--- src/rtl/tank_motion.sv ---
`default_nettype none
// ============================================================================
// Module   : tank_motion
// Purpose  : Keyboard-driven tank sprite position/orientation controller.
//            A frame-rate strobe (frame_clk) is edge-detected in the Clk
//            domain; on each detected frame the current keycode selects a
//            direction. A new direction only rotates the tank (TURN); the
//            same direction as the current facing translates it by Step
//            pixels (MOVE), clamped to the visible area. No key -> IDLE.
// Ports    : Clk       - system clock, rising edge
//            Reset     - asynchronous active-high reset
//            frame_clk - vsync-rate strobe, sampled on Clk
//            keycode   - USB HID keycode (0x00 = no key)
//            DrawX/Y   - current pixel coordinate being drawn
//            tankX/Y   - sprite top-left corner
//            tank_dir  - facing: 001 up, 010 right, 011 left, 100 down
//            is_tank   - current pixel lies inside the sprite
//            moving    - high while in the MOVE state
// Revision : 1.0 - initial release
// ============================================================================
module tank_motion #(
    parameter logic [9:0] Width   = 10'd50,
    parameter logic [9:0] Height  = 10'd50,
    parameter logic [9:0] Step    = 10'd2,
    parameter logic [9:0] X_Max   = 10'd639,
    parameter logic [9:0] Y_Max   = 10'd479,
    parameter logic [9:0] X_Start = 10'd295,
    parameter logic [9:0] Y_Start = 10'd215
) (
    input  logic       Clk,
    input  logic       Reset,
    input  logic       frame_clk,
    input  logic [7:0] keycode,
    input  logic [9:0] DrawX,
    input  logic [9:0] DrawY,
    output logic [9:0] tankX,
    output logic [9:0] tankY,
    output logic [2:0] tank_dir,
    output logic       is_tank,
    output logic       moving
);

    localparam logic [1:0] c_S_IDLE = 2'd0;
    localparam logic [1:0] c_S_TURN = 2'd1;
    localparam logic [1:0] c_S_MOVE = 2'd2;

    localparam logic [2:0] c_DIR_NONE  = 3'b000;
    localparam logic [2:0] c_DIR_UP    = 3'b001;
    localparam logic [2:0] c_DIR_RIGHT = 3'b010;
    localparam logic [2:0] c_DIR_LEFT  = 3'b011;
    localparam logic [2:0] c_DIR_DOWN  = 3'b100;

    // Largest legal top-left coordinates so the whole sprite stays visible.
    localparam logic signed [10:0] c_X_LIM = $signed({1'b0, X_Max - Width + 10'd1});
    localparam logic signed [10:0] c_Y_LIM = $signed({1'b0, Y_Max - Height + 10'd1});
    localparam logic signed [10:0] c_STEP  = $signed({1'b0, Step});

    logic             r_frame_q;
    logic             r_frame_q_d;
    logic             w_frame_tick;
    logic [1:0]       r_state;
    logic [2:0]       w_key_dir;
    logic signed [10:0] w_x_sum;
    logic signed [10:0] w_y_sum;
    logic [9:0]       w_x_next;
    logic [9:0]       w_y_next;

    // frame_clk is first captured, then compared with its delayed copy so
    // only a clean rising transition produces a one-cycle tick.
    always_ff @(posedge Clk or posedge Reset) begin
        if (Reset) begin
            r_frame_q   <= 1'b0;
            r_frame_q_d <= 1'b0;
        end else begin
            r_frame_q   <= frame_clk;
            r_frame_q_d <= r_frame_q;
        end
    end

    assign w_frame_tick = r_frame_q & ~r_frame_q_d;

    always_comb begin
        w_key_dir = c_DIR_NONE;
        case (keycode)
            8'h1A:   w_key_dir = c_DIR_UP;
            8'h07:   w_key_dir = c_DIR_RIGHT;
            8'h04:   w_key_dir = c_DIR_LEFT;
            8'h16:   w_key_dir = c_DIR_DOWN;
            default: w_key_dir = c_DIR_NONE;
        endcase
    end

    // Signed 11-bit step so an underflow shows as negative instead of
    // wrapping to a large unsigned value; the result is then clamped.
    always_comb begin
        w_x_sum = $signed({1'b0, tankX});
        w_y_sum = $signed({1'b0, tankY});
        case (w_key_dir)
            c_DIR_UP:    w_y_sum = $signed({1'b0, tankY}) - c_STEP;
            c_DIR_DOWN:  w_y_sum = $signed({1'b0, tankY}) + c_STEP;
            c_DIR_LEFT:  w_x_sum = $signed({1'b0, tankX}) - c_STEP;
            c_DIR_RIGHT: w_x_sum = $signed({1'b0, tankX}) + c_STEP;
            default: ;
        endcase

        if (w_x_sum < 11'sd0)
            w_x_next = 10'd0;
        else if (w_x_sum > c_X_LIM)
            w_x_next = c_X_LIM[9:0];
        else
            w_x_next = w_x_sum[9:0];

        if (w_y_sum < 11'sd0)
            w_y_next = 10'd0;
        else if (w_y_sum > c_Y_LIM)
            w_y_next = c_Y_LIM[9:0];
        else
            w_y_next = w_y_sum[9:0];
    end

    always_ff @(posedge Clk or posedge Reset) begin
        if (Reset) begin
            r_state  <= c_S_IDLE;
            tankX    <= X_Start;
            tankY    <= Y_Start;
            tank_dir <= c_DIR_UP;
        end else if (w_frame_tick) begin
            if (w_key_dir == c_DIR_NONE) begin
                r_state <= c_S_IDLE;
            end else if (w_key_dir != tank_dir) begin
                // Rotation-only frame: facing changes, position does not.
                r_state  <= c_S_TURN;
                tank_dir <= w_key_dir;
            end else begin
                // Stays in MOVE even when clamped at an edge.
                r_state <= c_S_MOVE;
                tankX   <= w_x_next;
                tankY   <= w_y_next;
            end
        end
    end

    assign moving = (r_state == c_S_MOVE);

    // 11-bit compares so tankX+Width cannot overflow near the right edge.
    assign is_tank = ({1'b0, DrawX} >= {1'b0, tankX}) &&
                     ({1'b0, DrawX} <= ({1'b0, tankX} + {1'b0, Width} - 11'd1)) &&
                     ({1'b0, DrawY} >= {1'b0, tankY}) &&
                     ({1'b0, DrawY} <= ({1'b0, tankY} + {1'b0, Height} - 11'd1));

endmodule
`default_nettype wire

--- config.mk ---
export PLATFORM = sky130hd
export DESIGN_NAME = tank_motion
export DESIGN_NICKNAME = d
export VERILOG_FILES = /design/src/rtl/tank_motion.sv
export SDC_FILE = /design/constraint.sdc
export NUM_CORES = 1
export LEC_CHECK = 0
export BUFFER_PORTS_ARGS = -buffer_cell sky130_fd_sc_hd__buf_2
export CORE_ASPECT_RATIO = 0.75
export CORE_MARGIN = 1.5
export CORE_UTILIZATION = 32
export CTS_CLUSTER_SIZE = 40
export DETAILED_ROUTE_END_ITERATION = 16
export PLACE_DENSITY = 0.5
export RECOVER_POWER = 50
export SLEW_MARGIN = 20
export SYNTH_ARGS = -nofsm -noshare
export SYNTH_HDL_FRONTEND = slang
export SYNTH_SLANG_ARGS = --single-unit
--- constraint.sdc ---
create_clock -name Clk -period 4.4 [get_ports Clk]
set_input_delay 0.88 -clock Clk [delete_from_list [all_inputs] [get_ports Clk]]
set_output_delay 0.88 -clock Clk [all_outputs]
set_load 0.005 [all_outputs]
==> flow_metrics.env <==
export IMPL_dp_hpwl_um=8000
export IMPL_coreArea_um2=10400
export IMPL_p_leak_nw=1.85
export IMPL_crit_path_start_kind="input pin"
export IMPL_grt_pass1_vias=3095
export IMPL_num_io_pins=56
export IMPL_synth_edf_count=0
export IMPL_post_cts_buffers=0
export IMPL_tightestPinTransition_ps=936
export IMPL_yosysTopAreaCell="ha_1"
export IMPL_start_util_pct=33.1
export IMPL_cts_sinks=27
export IMPL_area_growth_pct=17.4
export IMPL_htree_levels=1
export IMPL_gp_congestion=0.835
export IMPL_p_per_area_nw_per_um2=236
export IMPL_globalRoute_totalOverflow=0
export IMPL_first_pass_iters=5
export IMPL_tns_ps=0
export IMPL_finalHoldViolCount=0
export IMPL_drt_iter0_drc=173
export IMPL_synth_ff_type="dfrtp_1"
export IMPL_drv_slew=0
export IMPL_cp_end_kind="register"
export IMPL_drt_wl_total_um=9400
export IMPL_min_period_over_period_pct=93.8
export IMPL_drc=0
export IMPL_setup_viol_count_final=0
export IMPL_cts_made_buffers=3
export IMPL_crit_required_ps=4560
export IMPL_path_cells="buf_2 > or4_4 > or3_1 > ha_1 > nand2_1 > o31ai_1 > o31ai_2 > o21ai_0 > mux2_2 > o211ai_2 > o21ai_1 > a221oi_1"
export IMPL_outcome="finished clean"
export IMPL_die_area_um2=11400
export IMPL_slew_headroom_pct=37.2
export IMPL_cp_arrival_ps=4280
export IMPL_fin_util_pct=38.9
export IMPL_mostFrequentLayoutCell="ha_1"
export IMPL_die_w_um=123
export IMPL_grt_max_degree=28
export IMPL_synth_cells=414
export IMPL_io_buffers=55
export IMPL_ant_nets=0
export IMPL_crit_fanout=8
export IMPL_clk_pin_slew_ps=70
export IMPL_rows=32
export IMPL_yosysWarningCount=0
export IMPL_period_needed_ps=4130
export IMPL_async_flop_share_pct=100
export IMPL_synth_cell_area_um2=3430
export IMPL_antenna_found_initial=0
export IMPL_final_cell_mix="ha_1, buf_2, nand2_1"
export IMPL_fin_nets=572
export IMPL_ys_ff_latch=27
export IMPL_clockBufferDepth=2
export IMPL_grt_pass1_wl_um=15600
export IMPL_syn_nets=506
export IMPL_ctsRootBufferMaster="clkbuf_16"
export IMPL_path_class="input pin to register"
export IMPL_max_stage_delay_ps=530
export IMPL_vdd_drop_max_mv=0.155
export IMPL_die_h_um=92.7
export IMPL_drive_gt1_share_pct=20.9
export IMPL_ys_seq_area_share_pct=20.1
export IMPL_cts_tree="yes"
export IMPL_holdBufCountCts=0
export IMPL_skew_ps=1.78
export IMPL_cap_violations=0
export IMPL_grt_setup_unrepaired="no"
export IMPL_synth_cell_types=64
export IMPL_synthTopCellsByArea="ha_1, dfrtp_1, dfstp_2"
export IMPL_hold_class="register to register"
export IMPL_grt_util_all_layers_pct=17.2
export IMPL_antenna_cells=0
export IMPL_fmax_mhz=242
export IMPL_slowest_stage="or4_4"
export IMPL_ctsResizeCount=0
export IMPL_num_vias=3259
export IMPL_synth_top_area_share_pct=21.5
export IMPL_avgSynthCellArea_um2=8.30
export IMPL_routedWlPerCell_um=15.3
export IMPL_avgViaCountPerCell=5.30
export IMPL_clock_latency_ps=260
layer usage:
metal	vias to the layer above	GRT usage [%]	routed length, um
li1	1677	-	-
met1	1519	28.4	5380
met5	-	0	0
met2	61	23.6	3560
met4	0	2.62	49
met3	2	1.54	408
worst paths after layout:
path                            start     endpoint  cells past startpoint  slack [ps]
max                        keycode[5]     tankY[3]                     12         270
min                         r_frame_q  r_frame_q_d                      0         400
max reg2reg                  tankX[1]     tankX[1]                     10        1340
min reg2reg                 r_frame_q  r_frame_q_d                      0         400
max in group asynchronous       Reset    r_frame_q                      2        3250
min in group asynchronous       Reset   r_state[0]                      2         720
sequential cells by signal, indices dropped and copies added (netlist names):
name         cells
tankX           10
tankY           10
tank_dir         3
r_state          2
r_frame_q        1
r_frame_q_d      1
cell usage after synthesis (all sizes together), types with 2 or more instances:
cell type / n
a21o: 6
o2111a: 2
or3: 7
dfrtp: 15
o31ai: 6
xor2: 8
dfstp: 12
or4: 2
o21ai: 28
a31oi: 6
nor3: 16
inv: 32
nand2b: 9
a2111o: 3
nor2: 26
xnor2: 19
o311ai: 2
or2: 6
nand3: 6
nand4: 6
buf: 3
a211oi: 3
a21oi: 25
o2111ai: 2
nor2b: 7
o211ai: 6
a2111oi: 2
fa: 2
mux2i: 4
nor4: 5
clkbuf: 3
nand2: 38
a211o: 5
ha: 59
o21bai: 2
o22ai: 5
a221oi: 3
o21a: 9
power by group:
part	internal, mW	switching, mW	total [mW]
Combinational	0.193	0.234	0.427
Sequential	0.275	0.0427	0.318
Clock	0.123	0.0840	0.207
Total	0.591	0.361	0.952
area by class of cell:
class                           instances  area, um^2
Clock buffer                            3        75.1
Clock inverter                          1        5.00
Fill cell                            1080        6340
Inverter                               32         120
Multi-Input combinational cell        349        2610
Sequential cell                        27         691
Tap cell                              136         170
Timing Repair Buffer                   67         363
cells by family after synthesis:
family	Yosys count	synth area share, %
AOI/OAI and AO/OA	124	25.3
DFF	27	20.1
adders and majority gates	61	22.7
muxes	5	1.49
xor gates and xnor gates	27	6.89
buffers and inverters	38	4.44
and+or+nand+nor	132	19.1
through the flow:
step	hold slack [ps]	cell area (um^2)	cells	power (mW)	setup WS [ps]
after floorplan	368	3440	414	0.608	25.1
after global placement	377	3940	611	0.737	125
after detailed placement	387	3940	611	0.745	27.8
after CTS	403	4020	615	0.952	305
after global routing	409	4030	615	1.03	31.2
final	400	4030	615	0.952	273
worst max-delay path, delay by kind of cell:
family,cells,cell delay [ps]
AOI/OAI and AO/OA,6,1320
adders and majority gates,1,420
buffers and inverters,1,110
muxes,1,420
and+or+nand+nor,3,1130
No activity file was read; power rests on OpenSTA's default activity.
